--- config.mk ---
export PLATFORM = sky130hd
export DESIGN_NAME = cla_seq_adder_ctrl
export DESIGN_NICKNAME = d
export VERILOG_FILES = /design/src/rtl/cla_pkg.sv /design/src/rtl/cla_seq_adder_ctrl_slice.sv /design/src/rtl/cla_seq_adder_ctrl.sv
export SDC_FILE = /design/constraint.sdc
export NUM_CORES = 1
export LEC_CHECK = 0
export BUFFER_PORTS_ARGS = -buffer_cell sky130_fd_sc_hd__buf_2
export CORE_MARGIN = 10
export CORE_UTILIZATION = 40
export CTS_BUF_LIST = sky130_fd_sc_hd__clkbuf_16
export CTS_CLUSTER_DIAMETER = 40
export DETAILED_ROUTE_END_ITERATION = 8
export HOLD_SLACK_MARGIN = 0.08
export PLACE_DENSITY = 0.66
export SLEW_MARGIN = 5
export SYNTH_ARGS = -nofsm -noshare
export SYNTH_HDL_FRONTEND = slang
export SYNTH_SLANG_ARGS = --single-unit
--- constraint.sdc ---
create_clock -name i_clk -period 3 [get_ports i_clk]
set_input_delay 0.6 -clock i_clk [delete_from_list [all_inputs] [get_ports i_clk]]
set_output_delay 0.6 -clock i_clk [all_outputs]
set_load 0.05 [all_outputs]
--- src/rtl/cla_pkg.sv ---
// Shared types for the sequential CLA adder.
// The slice width is fixed at four bits.
package cla_pkg;

    typedef enum logic [1:0] {
        IDLE,
        RUN,
        DONE
    } cla_state_t;

    localparam int CLA_SLICE_W = 4;

endpackage

--- src/rtl/cla_seq_adder_ctrl_slice.sv ---
// 4-bit carry lookahead slice and its g/p preprocessing.
// Purely combinational; reused every RUN cycle.
module cla_pre_4 (
    input  logic [3:0] i_a,
    input  logic [3:0] i_b,
    output logic [3:0] o_g,
    output logic [3:0] o_p
);

    assign o_g = i_a & i_b;
    assign o_p = i_a | i_b;

endmodule

module cla_slice_4 (
    input  logic [3:0] i_a,
    input  logic [3:0] i_b,
    input  logic       i_c,
    output logic [3:0] o_s,
    output logic       o_c,
    output logic       o_c3
);

    logic [3:0] g;
    logic [3:0] p;
    logic [4:0] c;

    cla_pre_4 u_pre (
        .i_a (i_a),
        .i_b (i_b),
        .o_g (g),
        .o_p (p)
    );

    // Flattened lookahead equations; every carry depends only on g, p and i_c.
    always_comb begin
        c[0] = i_c;
        c[1] = g[0] | (p[0] & i_c);
        c[2] = g[1] | (p[1] & g[0]) | (p[1] & p[0] & i_c);
        c[3] = g[2] | (p[2] & g[1]) | (p[2] & p[1] & g[0])
             | (p[2] & p[1] & p[0] & i_c);
        c[4] = g[3] | (p[3] & g[2]) | (p[3] & p[2] & g[1])
             | (p[3] & p[2] & p[1] & g[0])
             | (p[3] & p[2] & p[1] & p[0] & i_c);
    end

    assign o_s  = i_a ^ i_b ^ c[3:0];
    assign o_c  = c[4];
    assign o_c3 = c[3];

endmodule

--- src/rtl/cla_seq_adder_ctrl.sv ---
// Sequential WIDTH-bit adder walking one 4-bit CLA slice LSB first.
// Valid/ready on both sides; result held in DONE until taken.
module cla_seq_adder_ctrl
    import cla_pkg::*;
#(
    parameter int WIDTH = 16
) (
    input  logic             i_clk,
    input  logic             i_rst,
    input  logic             i_valid,
    output logic             o_ready,
    input  logic [WIDTH-1:0] i_a,
    input  logic [WIDTH-1:0] i_b,
    input  logic             i_cin,
    output logic             o_valid,
    input  logic             i_ready,
    output logic [WIDTH-1:0] o_sum,
    output logic             o_cout,
    output logic             o_ovf
);

    localparam int NSLICE = WIDTH / CLA_SLICE_W;
    localparam int CNT_W  = (NSLICE > 1) ? $clog2(NSLICE) : 1;
    localparam logic [CNT_W-1:0] LAST = CNT_W'(NSLICE - 1);

    if (WIDTH % CLA_SLICE_W != 0) begin : g_bad_width
        $error("cla_seq_adder_ctrl: WIDTH must be a multiple of 4");
    end

    cla_state_t       state;
    logic [CNT_W-1:0] cnt;
    logic             carry;
    logic [WIDTH-1:0] a_q;
    logic [WIDTH-1:0] b_q;

    logic [CLA_SLICE_W-1:0] sl_a;
    logic [CLA_SLICE_W-1:0] sl_b;
    logic [CLA_SLICE_W-1:0] sl_s;
    logic                   sl_c;
    logic                   sl_c3;

    assign sl_a = a_q[{cnt, 2'b00} +: CLA_SLICE_W];
    assign sl_b = b_q[{cnt, 2'b00} +: CLA_SLICE_W];

    cla_slice_4 u_slice (
        .i_a  (sl_a),
        .i_b  (sl_b),
        .i_c  (carry),
        .o_s  (sl_s),
        .o_c  (sl_c),
        .o_c3 (sl_c3)
    );

    // Controller FSM: accept, walk the slices, then hold the result.
    always_ff @(posedge i_clk) begin
        if (i_rst) begin
            state   <= IDLE;
            cnt     <= '0;
            carry   <= 1'b0;
            a_q     <= '0;
            b_q     <= '0;
            o_sum   <= '0;
            o_cout  <= 1'b0;
            o_ovf   <= 1'b0;
            o_valid <= 1'b0;
            o_ready <= 1'b1;
        end else begin
            unique case (state)
                IDLE: begin
                    if (i_valid) begin
                        a_q     <= i_a;
                        b_q     <= i_b;
                        carry   <= i_cin;
                        cnt     <= '0;
                        o_sum   <= '0;
                        o_cout  <= 1'b0;
                        o_ovf   <= 1'b0;
                        o_ready <= 1'b0;
                        state   <= RUN;
                    end
                end
                RUN: begin
                    o_sum[{cnt, 2'b00} +: CLA_SLICE_W] <= sl_s;
                    carry <= sl_c;
                    if (cnt == LAST) begin
                        o_cout  <= sl_c;
                        o_ovf   <= sl_c3 ^ sl_c;
                        o_valid <= 1'b1;
                        state   <= DONE;
                    end else begin
                        cnt <= cnt + 1'b1;
                    end
                end
                DONE: begin
                    if (i_ready) begin
                        o_valid <= 1'b0;
                        o_ready <= 1'b1;
                        state   <= IDLE;
                    end
                end
                default: state <= IDLE;
            endcase
        end
    end

endmodule

# --- Word level (Yosys, flattened, before mapping) ---
# Index checks and enable logic that the tools add are counted.
word_totals:
  ff_bits: 57
  elab_cells: 87
  out_inout_bits: 20
  input_bits: 37
classes:
  shift: 4
  n_eq_ne: 7
  n_bitwise: 31
  n_addsub: 2
  n_mux: 22
  n_reduce_logical: 11
op_table:
  columns: ["op", "count"]
  rows:
  - ["$pmux 16 s2", 1]
  - ["$shiftx 16x5->4", 2]
  - ["$and 1x1->1", 16]
  - ["$bwmux 16", 1]
  - ["$mux 16", 1]
  - ["$shift 4x6->16 const A", 1]
  - ["$shiftx 4x6->16", 1]
  - ["$reduce_and 3->1", 5]
  - ["$mux 2", 5]
  - ["$or 1x1->1", 10]
  - ["$pmux 1 s2", 5]
  - ["$ne 2x2->1 const B", 4]
  - ["$xor 4x4->4", 2]
  - ["$mux 1", 7]
  - ["$neg 4->6", 1]
  - ["$pmux 2 s3", 1]
  - ["$reduce_bool 2->1", 3]
  - ["$and 4x4->4", 1]
  - ["$eq 2x2->1 const B", 2]
  - ["$or 4x4->4", 1]
  - ["$pmux 2 s2", 1]
  - ["$reduce_and 2->1", 2]
  - ["$add 2x1->2 const B", 1]
  - ["$eq 2x1->1 const B", 1]
  - ["2 further kinds", 2]

# --- Logic depth before layout (Yosys ltp) ---
# Gate-level depths: netlist of the first run.
depth:
  depth_word: 10
  depth_mapped: 10
  ltp_nobuf: 8

# --- Hierarchy ---
# A second synthesis of the first run with hierarchy kept.
unflattened:
  cells_unflattened: 277
  area_unflattened_um2: 2575.0
modules_own_cells:
  columns: ["mod", "cells_each", "instances", "area_per_inst_um2", "seq_area_each_um2"]
  rows:
  - ["cla_seq_adder_ctrl", 256, 1, 2413.6, 1141.1]
  - ["cla_slice_4", 13, 1, 106.4, 0.0]
  - ["cla_pre_4", 8, 1, 55.1, 0.0]

# --- Worst setup path after synthesis of the first run ---
# OpenSTA, ideal clock, no wires.
synth_timing:
  kind: "reg2reg"
  start: "reg cnt[0]"
  end: "reg o_sum[11]"
  slack_ns: 0.646
  period_less_slack_ns: 2.354
  arrival_ns: 2.227
  path_buffers: 2
  stages_incl_launch_ff: 11
  setup_ns: 0.128
  path_cell_list: "dfxtp_1 -> buf_6 -> buf_4 -> mux4_2 -> inv_1 -> ha_1 -> inv_1 -> a21oi_1 -> o31ai_4 -> xnor2_1 -> o31ai_1"
synth_via:
  elab_chain_len: 10
  word_cells_on_any_way: 26
synth_rtl:
  columns: ["element", "line_no", "rtl"]
  rows:
  - ["start: declaration", "cla_seq_adder_ctrl.sv:31", "logic [CNT_W-1:0] cnt;"]
  - ["start signal: assignment", "cla_seq_adder_ctrl.sv:91", "cnt <= cnt + 1'b1;"]
  - ["$shiftx 16x5->4 (on tied branches)", "cla_seq_adder_ctrl.sv:42, cla_seq_adder_ctrl.sv:43", null]
  - ["$or 4x4->4 or $and 4x4->4 (tied branches)", "cla_seq_adder_ctrl_slice.sv:11, cla_seq_adder_ctrl_slice.sv:10", null]
  - ["$and 1x1->1 (on tied branches)", "cla_seq_adder_ctrl_slice.sv:40, cla_seq_adder_ctrl_slice.sv:41", null]
  - ["$or 1x1->1 (tied with other cells)", "cla_seq_adder_ctrl_slice.sv:40", "c[3] = g[2] | (p[2] & g[1]) | (p[2] & p[1] & g[0])"]
  - ["$or 1x1->1 or $and 1x1->1 (tied branches)", "cla_seq_adder_ctrl_slice.sv:40, cla_seq_adder_ctrl_slice.sv:41", null]
  - ["$or 1x1->1", "cla_seq_adder_ctrl_slice.sv:41", "| (p[2] & p[1] & p[0] & i_c);"]
  - ["$xor 4x4->4", "cla_seq_adder_ctrl_slice.sv:47", "assign o_s = i_a ^ i_b ^ c[3:0];"]
  - ["$shiftx 4x6->16", "cla_seq_adder_ctrl.sv:83", "o_sum[{cnt, 2'b00} +: CLA_SLICE_W] <= sl_s;"]
  - ["$bwmux 16 *", "cla_seq_adder_ctrl.sv:83", null]
  - ["$pmux 16 s2 *", "cla_seq_adder_ctrl.sv:68", "unique case (state)"]
  - ["end signal: indexed assignment", "cla_seq_adder_ctrl.sv:83", null]
  - ["end: declaration", "cla_seq_adder_ctrl.sv:17", "output logic [WIDTH-1:0] o_sum,"]
# Mark *: on every way between the ends. The rest lies on a longest branch, timed or not.
# A chain may end at the register's enable or synchronous reset.

# --- Worst setup path after layout of the first run ---
layout_timing:
  start: "reg cnt[0]"
  end: "reg o_sum[15]"
# The elaborated chain is that of the path after synthesis.

==> results of run 1 <==
-- layout by cell type (no fill, tap or decap), drive strengths merged, types with 4 or more instances in the layout --
cell,instances
a21o,4
a21oi,40
a22oi,13
buf,60
clkbuf,9
dfxtp,57
ha,13
inv,18
mux4,8
nand2,74
nor2,28
o31ai,6
-- per-stage QoR --
stage / setup WS (ns) / util (%)
after CTS: 0.411 / 50.4
after global routing: 0.202 / 50.4
after global placement: 0.557 / 46.6
final: 0.427 / 50.4
after detailed placement: 0.429 / 46.6
after floorplan: 0.646 / -
-- kinds of logic (layout without fill, tap and decap cells) --
kind of cell | after synthesis | count (layout) | share of synthesized area, %
fa+ha+maj | 14 | 14 | 6.75
simple gates | 120 | 120 | 19.8
compound gates | 73 | 73 | 17.0
xor+xnor | 3 | 3 | 0.971
flops | 57 | 57 | 42.2
buf+inv | 38 | 91 | 6.29
mux | 9 | 9 | 7.03
-- layer usage --
| layer | GRT usage, % | vias up | part of all wire (%) |
|---|---|---|---|
| met4 | 5.53 | 0 | 0.88 |
| met1 | 15.2 | 1012 | 46 |
| met5 | 0 | - | 0 |
| met3 | 5.47 | 8 | 7.9 |
| li1 | - | 1155 | - |
| met2 | 20.0 | 77 | 45 |
-- power breakdown --
part           switching (uW)  leakage [uW]  total, uW  internal (uW)
Combinational             149      0.000796        247           98.4
Sequential               21.6      0.000465        814            793
Clock                     325      0.000128        864            539
-- layout make-up --
| class | count | area, um^2 |
|---|---|---|
| Inverter | 17 | 63.8 |
| Fill cell | 630 | 3200 |
| Sequential cell | 57 | 1140 |
| Tap cell | 77 | 96.3 |
| Clock inverter | 5 | 26.3 |
| Multi-Input combinational cell | 219 | 1400 |
| Clock buffer | 9 | 225 |
| Timing Repair Buffer | 60 | 310 |
-- synth_stat cells, types with 2 or more instances --
cell | count | area share [%]
dfxtp_1 | 57 | 42
clkbuf_1 | 8 | 1.1
ha_1 | 13 | 6.0
a21oi_1 | 40 | 7.4
buf_4 | 2 | 0.55
xnor2_1 | 2 | 0.65
nor2b_1 | 2 | 0.46
nand2_1 | 74 | 10
nand2b_1 | 2 | 0.46
a221oi_1 | 2 | 0.65
a22oi_1 | 13 | 3.6
o21ai_0 | 3 | 0.55
o31ai_1 | 5 | 1.4
mux4_2 | 8 | 6.7
nand3_1 | 2 | 0.37
inv_1 | 17 | 2.4
buf_2 | 10 | 1.8
nor2_1 | 27 | 3.7
a21o_1 | 4 | 1.1
nand3b_1 | 3 | 0.83
o21bai_1 | 3 | 0.83
-- final timing paths --
kind                         from                      to  slack (ns)  depth (start not counted)
min reg2reg  a_q[15]$_SDFFE_PP0P_    a_q[15]$_SDFFE_PP0P_        0.45                          2
max           cnt[0]$_SDFFE_PP0P_  o_sum[15]$_SDFFE_PP0P_        0.43                          9
min          a_q[15]$_SDFFE_PP0P_    a_q[15]$_SDFFE_PP0P_        0.45                          2
max reg2reg   cnt[0]$_SDFFE_PP0P_  o_sum[15]$_SDFFE_PP0P_        0.43                          9
-- critical path: cells and delay by family, from the launching register on --
kind | cells | cell delay (ns)
xor+xnor | 1 | 0.34
buf+inv | 3 | 0.41
flops | 1 | 0.38
fa+ha+maj | 1 | 0.22
compound gates | 3 | 0.51
mux | 1 | 0.56
-- sequential cells by signal (all words and copies together), names as in the netlist --
signal / cells
a_q: 16
b_q: 16
o_sum: 16
cnt: 2
state: 2
carry: 1
o_cout: 1
o_ovf: 1
o_ready: 1
o_valid: 1
==> metrics.csv, run 1 <==
metric,value,unit
powerDensity,591,mW/mm^2
ys_ff_latch,57,
rsz0062_at_grt,no,
cts_root_buf,clkbuf_16,
nets,415,
drtPass1Iterations,4,
post-route-min-period,2.57,ns
cts.sinks,57,
grt_overflow,0,
timing.hold.ws,0.451,ns
hold_class,reg -> reg,
coreArea,0.00646,mm^2
cts-htree-levels,3,
hpwl,4.68,mm
port_buffers,56,
syn_inst,314,
critical_path.max_fanout,14,
cts-buffers-inserted,9,
layoutNonFillerInstCount,444,
cap_viol_max_count,0,
syn_area,0.00271,mm^2
cp_common_cell,inv_1,
syn_nets,365,
dp_cells,430,
start_kind,flop,
clock_latency,0.32,ns
yosys_warnings,0,
clkTransAtPathRegs,0.05,ns
grtUsageTotal,12.8,%
clock_path_buffers,2,
num_vias,2252,
cts_tree,done,
path_class,reg -> reg,
via_per_inst,5.07,
postSynthAreaPerCell,8.62,um^2
tns,0,ns
finalInstanceArea,0.00326,mm^2
critPathMaxStageDelay,0.56,ns
wire_per_inst,14.3,um
ctsResizeCount,0,
drc_errors,0,
cp_data_required_time,3.18,ns
area.growth.synth_to_final,20.4,%
worst_slew_pin_slew,1.04,ns
antennaDiodeCount,0,
timing_hold_violations_final,0,
synthFlopType,dfxtp_1,
arrival,2.75,ns
p_total,1920,uW
clock.fmax,0.389,GHz
synth-edff-count,0,
placed_cell_area,0.00301,mm^2
die_w,102,um
status,finished clean,
synth_cell_types,38,
total_leakage_power,0.00139,uW
synth-seq-area-share,42.2,%
post_cts_buffers,0,
detail-route-antenna-nets,0,
finalSetupViolCount,0,
grt_pass1_wl,10.7,mm
grt_pass1_vias,2291,
max-vdd-ir-drop,0.000313,V
io_pins,57,
crit_slowest_cell,mux4_2,
start_util,41.9,%
drtIter0Drc,75,
place.gp.congestion,0.828,
path_cells,"buf_4, mux4_2, inv_1, ha_1, inv_1, a21oi_1, o31ai_4, xnor2_1, o31ai_1",
floorplan.die_area,0.0105,mm^2
slew_headroom,31.0,%
die_h,102,um
drive_above_1_share,24.0,%
wl,6.36,mm
synth-async-reset-ratio,0,%
grt_max_degree,35,
clock_skew,0.00718,ns
core.rowCount,29,
critPathCaptureType,flop,
drv_slew,0,
hold_buffers,0,
finalCritPeriodShare,85.8,%
antenna_found_initial,0,
(Power assumes the default switching activity.)
==> inputs of run 2 (changes only) <==
PLACE_DENSITY = 0.68   (was 0.66)
clock period = 2.2 ns   (was 3 ns; I/O delays follow)
==> run 2 against run 1 <==
Net effect:
- clock skew about the same
- largest cell class unchanged
- non-clock buffer count grew 8
- largest power group unchanged
- routed wire length rose by 5.5%
==> metrics.csv, run 2 (synthesized netlist as in run 1, its figures left out) <==
metric,value,unit,change
antennaDiodeCount,0,,unchanged
die_h,102,um,unchanged
post_cts_buffers,0,,unchanged
hpwl,5.03,mm,+7.5%
clock_latency,0.33,ns,about the same
powerDensity,780,mW/mm^2,+32%
drc_errors,0,,unchanged
wl,6.71,mm,+5.5%
final_common_cell,nand2_1,,
drtIter0Drc,79,,+5.3%
cp_data_required_time,2.39,ns,-0.79 ns
drtPass1Iterations,5,,+1
io_pins,57,,unchanged
rr_worst_depth,9,,unchanged
critPathCaptureType,flop,,
rsz0062_at_grt,yes,,
cts-htree-levels,3,,unchanged
timing_hold_violations_final,0,,unchanged
detail-route-antenna-nets,0,,unchanged
p_total,2680,uW,+39%
grt_overflow,0,,unchanged
hold_class,in -> reg,,
wire_per_inst,14.8,um,+3.4%
grt_pass1_wl,11.0,mm,+3.4%
via_per_inst,5.16,,+1.7%
area.growth.synth_to_final,26.9,%,
clock_path_buffers,2,,unchanged
path_class,reg -> reg,,
slew_headroom,58.8,%,+28 points
antenna_found_initial,0,,unchanged
cap_viol_max_count,0,,unchanged
worst_slew_pin_slew,0.617,ns,-0.418 ns
clkTransAtPathRegs,0.05,ns,about the same
cts.sinks,57,,unchanged
finalSetupViolCount,0,,unchanged
finalCritPeriodShare,97.6,%,+12 points
drive_above_1_share,29.0,%,+5.0 points
timing.hold.ws,0.350,ns,-0.101 ns
place.gp.congestion,0.841,,+1.5%
total_leakage_power,0.00145,uW,+4.2%
utilization,53.2,%,+2.7 points
r2r_end,carry$_SDFFE_PP0P_,,
crit_path_end,carry$_SDFFE_PP0P_,,
status,finished clean,,
setup_ws,0.0530,ns,-0.374 ns
final_cell_mix,"nand2_1, buf_2, dfxtp_1",,
critical_path.max_fanout,4,,-10
nets,423,,+1.9%
cts_root_buf,clkbuf_16,,
post-route-min-period,2.15,ns,-0.426 ns
dp_worst_setup_slack,-0.0115,ns,-0.440 ns
arrival,2.34,ns,-0.41 ns
max-vdd-ir-drop,0.000473,V,+51%
core.rowCount,29,,unchanged
top_regs,"a_q: 16 flops, b_q: 16 flops, o_sum: 16 flops",,
coreArea,0.00646,mm^2,unchanged
grtUsageTotal,13.6,%,+0.72 points
cts_tree,done,,
start_util,41.9,%,unchanged
drv_slew,0,,unchanged
grt_max_degree,38,,+8.6%
die_w,102,um,unchanged
clock.fmax,0.466,GHz,+20%
grt_pass1_vias,2350,,+2.6%
port_buffers,56,,unchanged
start_kind,flop,,
clock_skew,0.00672,ns,-0.000454 ns
critPathLaunch,cnt[0]$_SDFFE_PP0P_,,
cts-buffers-inserted,9,,unchanged
tns,0,ns,unchanged
r2r_setup_slack,0.05,ns,-0.37 ns
num_vias,2337,,+3.8%
r2r-start,cnt[0]$_SDFFE_PP0P_,,
floorplan.die_area,0.0105,mm^2,unchanged
-- run 2: repair_timing --
item	CTS	global route
pin swaps	0	1
hold buffers	0	0
setup endpoints to repair	2	17
gates cloned	0	0
resized for setup	1	16
-- run 2: final cells by class --
type / instances / area, um^2
Fill cell: 609 / 3020
Multi-Input combinational cell: 219 / 1470
Sequential cell: 57 / 1150
Timing Repair Buffer: 68 / 403
Clock buffer: 9 / 225
Tap cell: 77 / 96.3
Inverter: 17 / 63.8
Clock inverter: 6 / 28.8
-- run 2: stage by stage --
| step | cells | instance area (um^2) |
|---|---|---|
| global placement | 438 | 3110 |
| finish | 453 | 3430 |
| global route | 453 | 3430 |
| floorplan | 314 | 2730 |
| CTS | 453 | 3370 |
| detailed placement | 438 | 3110 |
-- run 2: how the worst min path moves through the flow --
| stage | slack (ns) | to | cells past startpoint | start |
|---|---|---|---|---|
| floorplan | 0.43 | a_q[10]$_SDFFE_PP0P_ | 2 | a_q[10]$_SDFFE_PP0P_ |
| global placement | 0.44 | a_q[12]$_SDFFE_PP0P_ | 2 | a_q[12]$_SDFFE_PP0P_ |
| detailed placement | 0.45 | b_q[12]$_SDFFE_PP0P_ | 2 | b_q[12]$_SDFFE_PP0P_ |
| CTS | 0.34 | b_q[8]$_SDFFE_PP0P_ | 3 | i_b[8] |
| global route | 0.35 | b_q[9]$_SDFFE_PP0P_ | 3 | i_b[9] |
| finish | 0.35 | a_q[5]$_SDFFE_PP0P_ | 3 | i_a[5] |
-- run 2: power breakdown --
| group | internal [uW] | switching (uW) |
|---|---|---|
| clock | 735 | 446 |
| sequential | 1080 | 34.0 |
| combinational | 167 | 216 |
| total | 1980 | 696 |
-- run 2: worst max-delay path, cell delays in order (launching register included) --
cell and delay (ns):
dfxtp_4 0.36, buf_12 0.10, mux4_2 0.57, inv_1 0.10, ha_1 0.19, nor2b_4 0.06, nor2_2 0.15, o31ai_4 0.09
a221oi_1 0.32, nor2_1 0.06
-- run 2: routing by layer --
metal,track usage [%],share of wire (%)
met2,21.7,48
met5,0,0
met4,5.42,1.7
met3,6.48,8.4
met1,15.3,42
